===== src/rtl/key_pulse_gen.sv =====
// key_pulse_gen: turns raw active-low push-buttons into debounced pressed
// levels and one-cycle command strobes. Each key gets a two-flop synchroniser,
// a stable-count debouncer and a small FSM that produces the press pulse and,
// for the keys enabled in REPEAT_MASK, auto-repeat pulses while the key is held.
module key_pulse_gen #(
    parameter int                N_KEYS           = 4,
    parameter int                DEBOUNCE_CYC     = 20000,
    parameter int                REPEAT_DELAY_CYC = 600000,
    parameter int                REPEAT_RATE_CYC  = 150000,
    parameter logic [N_KEYS-1:0] REPEAT_MASK      = 4'b0011
) (
    input  logic              i_clk,
    input  logic              i_rst,
    input  logic [N_KEYS-1:0] i_key_n,
    output logic [N_KEYS-1:0] o_level,
    output logic [N_KEYS-1:0] o_pulse
);

    // One counter width covers every timing parameter, with a spare bit so
    // the terminal compare never sits at the wrap point.
    localparam int MAX_AB  = (DEBOUNCE_CYC > REPEAT_DELAY_CYC) ? DEBOUNCE_CYC : REPEAT_DELAY_CYC;
    localparam int MAX_CYC = (MAX_AB > REPEAT_RATE_CYC) ? MAX_AB : REPEAT_RATE_CYC;
    localparam int CW      = $clog2(MAX_CYC) + 1;

    localparam logic [CW-1:0] DEB_LAST   = CW'(DEBOUNCE_CYC - 1);
    localparam logic [CW-1:0] DELAY_LAST = CW'(REPEAT_DELAY_CYC - 1);
    localparam logic [CW-1:0] RATE_LAST  = CW'(REPEAT_RATE_CYC - 1);

    typedef enum logic [1:0] {
        S_RELEASED,
        S_HELD_DELAY,
        S_HELD_REPEAT,
        S_HELD
    } key_state_t;

    logic [N_KEYS-1:0] sync1;
    logic [N_KEYS-1:0] sync2;

    // Two-flop synchroniser; resets to all-ones (released) so that coming out
    // of reset with a key held is treated as a fresh press, never a phantom.
    always_ff @(posedge i_clk or posedge i_rst) begin
        if (i_rst) begin
            sync1 <= '1;
            sync2 <= '1;
        end else begin
            sync1 <= i_key_n;
            sync2 <= sync1;
        end
    end

    for (genvar k = 0; k < N_KEYS; k++) begin : g_key
        logic          sync;
        logic [CW-1:0] dcnt;
        logic [CW-1:0] dcnt_nxt;
        logic          level_q;
        logic          level_nxt;
        logic [CW-1:0] rcnt;
        logic [CW-1:0] rcnt_nxt;
        logic          pulse_q;
        logic          pulse_nxt;
        key_state_t    state;
        key_state_t    state_nxt;

        assign sync       = ~sync2[k];
        assign o_level[k] = level_q;
        assign o_pulse[k] = pulse_q;

        // Debounce: count consecutive cycles the synced level differs from the
        // accepted level; accept the new level once the run is long enough.
        always_comb begin
            dcnt_nxt  = '0;
            level_nxt = level_q;
            if (sync != level_q) begin
                if (dcnt == DEB_LAST) begin
                    level_nxt = sync;
                end else begin
                    dcnt_nxt = dcnt + 1'b1;
                end
            end
        end

        // Key FSM looks at the level being accepted this cycle, so the press
        // pulse lands in the same cycle the new level first becomes visible.
        always_comb begin
            state_nxt = state;
            rcnt_nxt  = rcnt;
            pulse_nxt = 1'b0;
            case (state)
                S_RELEASED: begin
                    rcnt_nxt = '0;
                    if (level_nxt) begin
                        pulse_nxt = 1'b1;
                        state_nxt = REPEAT_MASK[k] ? S_HELD_DELAY : S_HELD;
                    end
                end
                S_HELD_DELAY: begin
                    if (!level_nxt) begin
                        rcnt_nxt  = '0;
                        state_nxt = S_RELEASED;
                    end else if (rcnt == DELAY_LAST) begin
                        rcnt_nxt  = '0;
                        pulse_nxt = 1'b1;
                        state_nxt = S_HELD_REPEAT;
                    end else begin
                        rcnt_nxt = rcnt + 1'b1;
                    end
                end
                S_HELD_REPEAT: begin
                    if (!level_nxt) begin
                        rcnt_nxt  = '0;
                        state_nxt = S_RELEASED;
                    end else if (rcnt == RATE_LAST) begin
                        rcnt_nxt  = '0;
                        pulse_nxt = 1'b1;
                    end else begin
                        rcnt_nxt = rcnt + 1'b1;
                    end
                end
                S_HELD: begin
                    rcnt_nxt = '0;
                    if (!level_nxt) begin
                        state_nxt = S_RELEASED;
                    end
                end
                default: begin
                    rcnt_nxt  = '0;
                    state_nxt = S_RELEASED;
                end
            endcase
        end

        // Per-key state register: debounce counter, accepted level, repeat
        // counter, FSM state and the registered strobe.
        always_ff @(posedge i_clk or posedge i_rst) begin
            if (i_rst) begin
                dcnt    <= '0;
                level_q <= 1'b0;
                rcnt    <= '0;
                state   <= S_RELEASED;
                pulse_q <= 1'b0;
            end else begin
                dcnt    <= dcnt_nxt;
                level_q <= level_nxt;
                rcnt    <= rcnt_nxt;
                state   <= state_nxt;
                pulse_q <= pulse_nxt;
            end
        end
    end

endmodule


===== config.mk =====
export PLATFORM = sky130hd
export DESIGN_NAME = key_pulse_gen
export DESIGN_NICKNAME = d
export VERILOG_FILES = /design/src/rtl/key_pulse_gen.sv
export SDC_FILE = /design/constraint.sdc
export NUM_CORES = 1
export LEC_CHECK = 0
export ABC_CLOCK_PERIOD_IN_PS = 13300
export BUFFER_PORTS_ARGS = -buffer_cell sky130_fd_sc_hd__buf_2
export CORE_ASPECT_RATIO = 0.7
export CORE_MARGIN = 1.5
export CORE_UTILIZATION = 68
export DETAILED_ROUTE_END_ITERATION = 12
export PLACE_DENSITY_LB_ADDON = 0.12
export SKIP_CTS_REPAIR_TIMING = 1
export SLEW_MARGIN = 15
export SYNTH_ARGS = -nofsm -noshare
export SYNTH_HDL_FRONTEND = slang
export SYNTH_SLANG_ARGS = --single-unit

===== constraint.sdc =====
create_clock -name i_clk -period 13.3 [get_ports i_clk]
set_input_delay 1.995 -clock i_clk [delete_from_list [all_inputs] [get_ports i_clk]]
set_output_delay 1.995 -clock i_clk [all_outputs]
set_load 0.05 [all_outputs]

### Word level (Yosys, flattened, before mapping)

Cells that the tools add are included.

* add/subtract/negate cells: 8
* equality and inequality tests: 40
* multiplexer cells: 80
* bitwise logic cells: 4
* reductions and logical operators: 16

Operators by type and width (number)
* two-way mux 21 bit: 24
* one-hot mux 21 bit (3 select lines): 4
* adder 21 x 1 -> 21 bit, second input constant: 8
* == test 21 x 15 -> 1 bit, second input constant: 4
* == test 21 x 18 -> 1 bit, second input constant: 4
* == test 21 x 20 -> 1 bit, second input constant: 4
* two-way mux 2 bit: 16
* two-way mux 1 bit: 28
* one-hot mux 2 bit (3 select lines): 4
* == test 2 bit, second input constant: 8
* != test 2 bit, second input constant: 8
* OR reduction 2 bit: 8
* != test 3 bit, second input constant: 4
* one-hot mux 1 bit (3 select lines): 4
* AND reduction 3 bit: 4
* == test 2 x 1 -> 1 bit, second input constant: 4
* zero test 2 bit: 4
* != test 1 bit: 4
* inverter 1 bit: 4

* register bits: 192
* input bits: 6
* output and inout bits: 8
* word-level logic and storage cells: 170

### Depth between registers and ports, before layout

* depth after elaboration: 5
* mapped depth: 10
* depth with buffers taken out: 8

### Worst setup path after synthesis

Ideal clock, no wire load.

* path kind: register to output
* start: register g_key[0].level_q
* end: output o_level[0]
* arrival: 0.566 ns
* required time: 11.305 ns
* slack: 10.739 ns
* cell stages (with the launch flop): 2
* path buffers: 1
* cells stage by stage: dfrtp_1 -> buf_4

RTL lines
* from (decl): line 55 `logic level_q;`
* from (signal assigned): line 143 `level_q <= level_nxt;`
* to (decl): line 15 `output logic [N_KEYS-1:0] o_level,`

No word-level cell between the ends.

### Final worst setup path

* start: register g_key[3].level_q
* end: output o_level[3]

RTL lines (line)
* from (decl): 55
* from (signal assigned): 143

No word-level cell between the ends.

==> summary.txt <==
STA
  • Final hold vios: 0
  • Slew Viols, Final: 0
  • # setup viols final: 0
  • Max Freq: approximately 320 MHz
  • Slew HR: between 30% and 40%
  • Worst Tran Pin Value: approximately 0.95 ns
  • Tcrit/Tclk final: about a quarter
  • Fin Setup TNS: 0 ns
  • Tmin final: between 3 and 4 ns
  • Smallest setup slack after layout: roughly 10 ns
  • Clk_skew: ~0.0070 ns
  • RSZ-0062 raised after global routing: false

Yosys
  • Ys Warns: 0
  • Dominant cell type by area after synthesis: dfrtp_1
  • Post-synth EDFFs: 0
  • Top-count cell post-synth: nor2_1
  • Flops & latches, synth: 192
  • Synth area leaders: dfrtp_1, nor2_1, xor2_1, xnor2_1, ha_1
  • Syn Nets: between 1000 and 1500
  • Syn avg cell area: between 9 and 10 um^2
  • Top_reg_cell synth: dfrtp_1
  • Yosys top cell area share: around half
  • Async SR Flop Fraction: 100.0%
  • Seq/Total Area, Yosys: between 50% and 60%
  • Library cells used by synthesis: 53
  • Synth Instances: between 900 and 1000
  • Synth cell count leaders: nor2_1, dfrtp_1, xor2_1, xnor2_1, nand3_1
  • Synth Cell Area: around 0.0095 mm^2

Worst setup path
  • WP buf/inv: 1
  • Max FO, Critical Path: 3
  • Setup crit end kind: output port
  • CP arrival: between 1 and 1.5 ns
  • Worst endpoint required time: ~11 ns
  • WS Path Type: flop to output port
  • Slowest stage delay, CP: slightly below 0.4 ns
  • Critical path origin: g_key[3].level_q$_DFF_PP0_
  • R2R Path Start: g_key[3].rcnt[0]$_DFF_PP0_
  • CP Cell Sequence: buf_2
  • Delay-heaviest family, CP: flip-flops
  • Cells on worst reg2reg path: 8
  • Crit start category: flop
  • FF-to-FF End: g_key[3].rcnt[6]$_DFF_PP0_
  • Slowest CP cell: dfrtp_1
  • R2R Setup Slk: about 11 ns

GRT
  • Met2 Usage GRT: approximately two fifths
  • Initial antenna violation count: 0
  • First-pass GRT wire length: 28910 um
  • GR Util All Layers: between 20% and 30%
  • Busiest layer in global routing: met2
  • Vias in the first global route: 6317
  • Met1 Use GR: a little over a third
  • Met3 Use GR: 5.811%
  • Largest net degree at the start of global routing: between 100 and 150
  • GR Overflow Total: 0

Floorplanning
  • Die X-Extent: 144.6 um
  • Ports: 14
  • Row cnt: 36
  • Die ar.: 0.01477 mm^2
  • Core area: 0.01383 mm^2
  • Die H: between 100 and 150 um
  • Starting density of the core: between 60 and 70%

Route
  • Drt first-iter violations: slightly below 400
  • DRT Pass-1 Iters: 5
  • Vias per cell: roughly 5.6
  • DR vias: around 6600
  • Final WL: roughly 17000 um
  • Routed len/inst: between 10 and 15 um
  • Post-route DRC: 0
  • Antenna-violating nets left: 0

Clock tree
  • H-tree Lvls: 4
  • Root Driver: clkbuf_16
  • Clock Latency Late Sink: between 0.4 and 0.5 ns
  • CTS Buffer Depth: 2
  • CTS tree: done
  • Clock-pin slew on the worst setup and hold paths: around 0.070 ns
  • Num Clock Sinks: 192
  • TritonCTS buffer count: 17

Placed design
  • Port bufs: 13
  • Pre-CTS setup slack: 9.767 ns
  • Post-DP HPWL: between 10000 and 15000 um
  • Area after DPL: approximately 0.0098 mm^2
  • RePlAce Congestion: ~0.84

Finish
  • ANT cells: 0
  • Footprint of the multi-input gates: around 0.0045 mm^2
  • Fillers: around 1000
  • Register area: around 0.0048 mm^2
  • Area Overhead vs Synth: 8.361%
  • Ratio of cells with drive above 1 in the final layout: a little under 7%
  • Final nets: between 1000 and 1500
  • Final design utilization: roughly three quarters
  • Final Cell Area: roughly 0.010 mm^2

Hold path
  • Hold path start: sync1[3]$_DFF_PP1_
  • Worst hold path depth: 0
  • Hold path endpoint: sync2[3]$_DFF_PP1_
  • Hold crit path type: flop to flop

Pwr
  • Leakage power: 4.428 nW
  • Max IR drop VDD: 91.17 uV
  • Pwr dens: ~110 mW/mm^2
  • Total power: 1.131 mW

Job
  • Max Cap Viol: 0

Status
  • Status: completed
[sequential cells by signal, indices dropped and copies added, names as in the netlist]
name,cells
g_key.level_q,4
sync1,4
g_key.pulse_q,4
g_key.state,8
g_key.rcnt,84
sync2,4
g_key.dcnt,84
[final cells by class]
| type | count | area share [%] |
|---|---|---|
| flip-flops and latches | 192 | 46.54 |
| multi-input cells | 717 | 43.03 |
| clock buffers | 18 | 4.148 |
| well taps | 190 | 2.298 |
| clock inverters | 13 | 1.584 |
| inverters | 33 | 1.270 |
| repair buffers | 20 | 1.137 |
[through the flow]
stage	cells	hold slack (ns)
after global routing	1183	0.3636
after detailed placement	1152	0.3484
final	1183	0.3576
after floorplan	972	0.3452
after global placement	1152	0.3463
after CTS	1183	0.3585
[power by group]
part           switching (mW)  leakage (nW)  internal [mW]
Clock                   0.221         0.274          0.295
Sequential            0.00374          2.65          0.589
Combinational          0.0179          1.51        0.00499
Total                   0.243          4.43          0.889
[kinds of logic after synthesis]
kind of cell    after synthesis  share of synthesized area (%)
flops                       192                          50.43
xor+xnor                    150                          13.76
compound gates               43                          2.804
fa+ha+maj                    31                          4.062
simple gates                482                          24.78
buf+inv                      63                          2.948
mux                          11                          1.219
[metal layers]
metal	share of wire, %	up-vias	wire (um)
met5	0	-	0
met4	0.89	0	150
li1	-	3311	-
met1	52	3215	8759
met2	44	90	7432
met3	3.2	13	545
[worst max-delay path by stage]
stage                                  endpoint  depth (start not counted)  slack, ns
floorplan            g_key[0].dcnt[0]$_DFF_PP0_                          1       6.09
global placement    g_key[0].rcnt[16]$_DFF_PP0_                          3       9.79
detailed placement  g_key[1].dcnt[10]$_DFF_PP0_                          3       9.77
CTS                                  o_level[1]                          1      10.18
global route        g_key[1].rcnt[17]$_DFF_PP0_                          3      10.05
finish                               o_level[3]                          1      10.20
[cell usage in the layout, fill, tap and decap left out, types with 15 or more instances in the layout]
master / n
nand4_1: 25
nand2_1: 61
nor2_1: 203
nor3_1: 19
nor4_1: 15
and4_1: 23
ha_1: 31
and3_1: 34
xnor2_1: 67
inv_1: 32
xor2_1: 83
nand3_1: 65
clkbuf_16: 17
dfrtp_1: 184
Power figures use the tool's default switching activity.
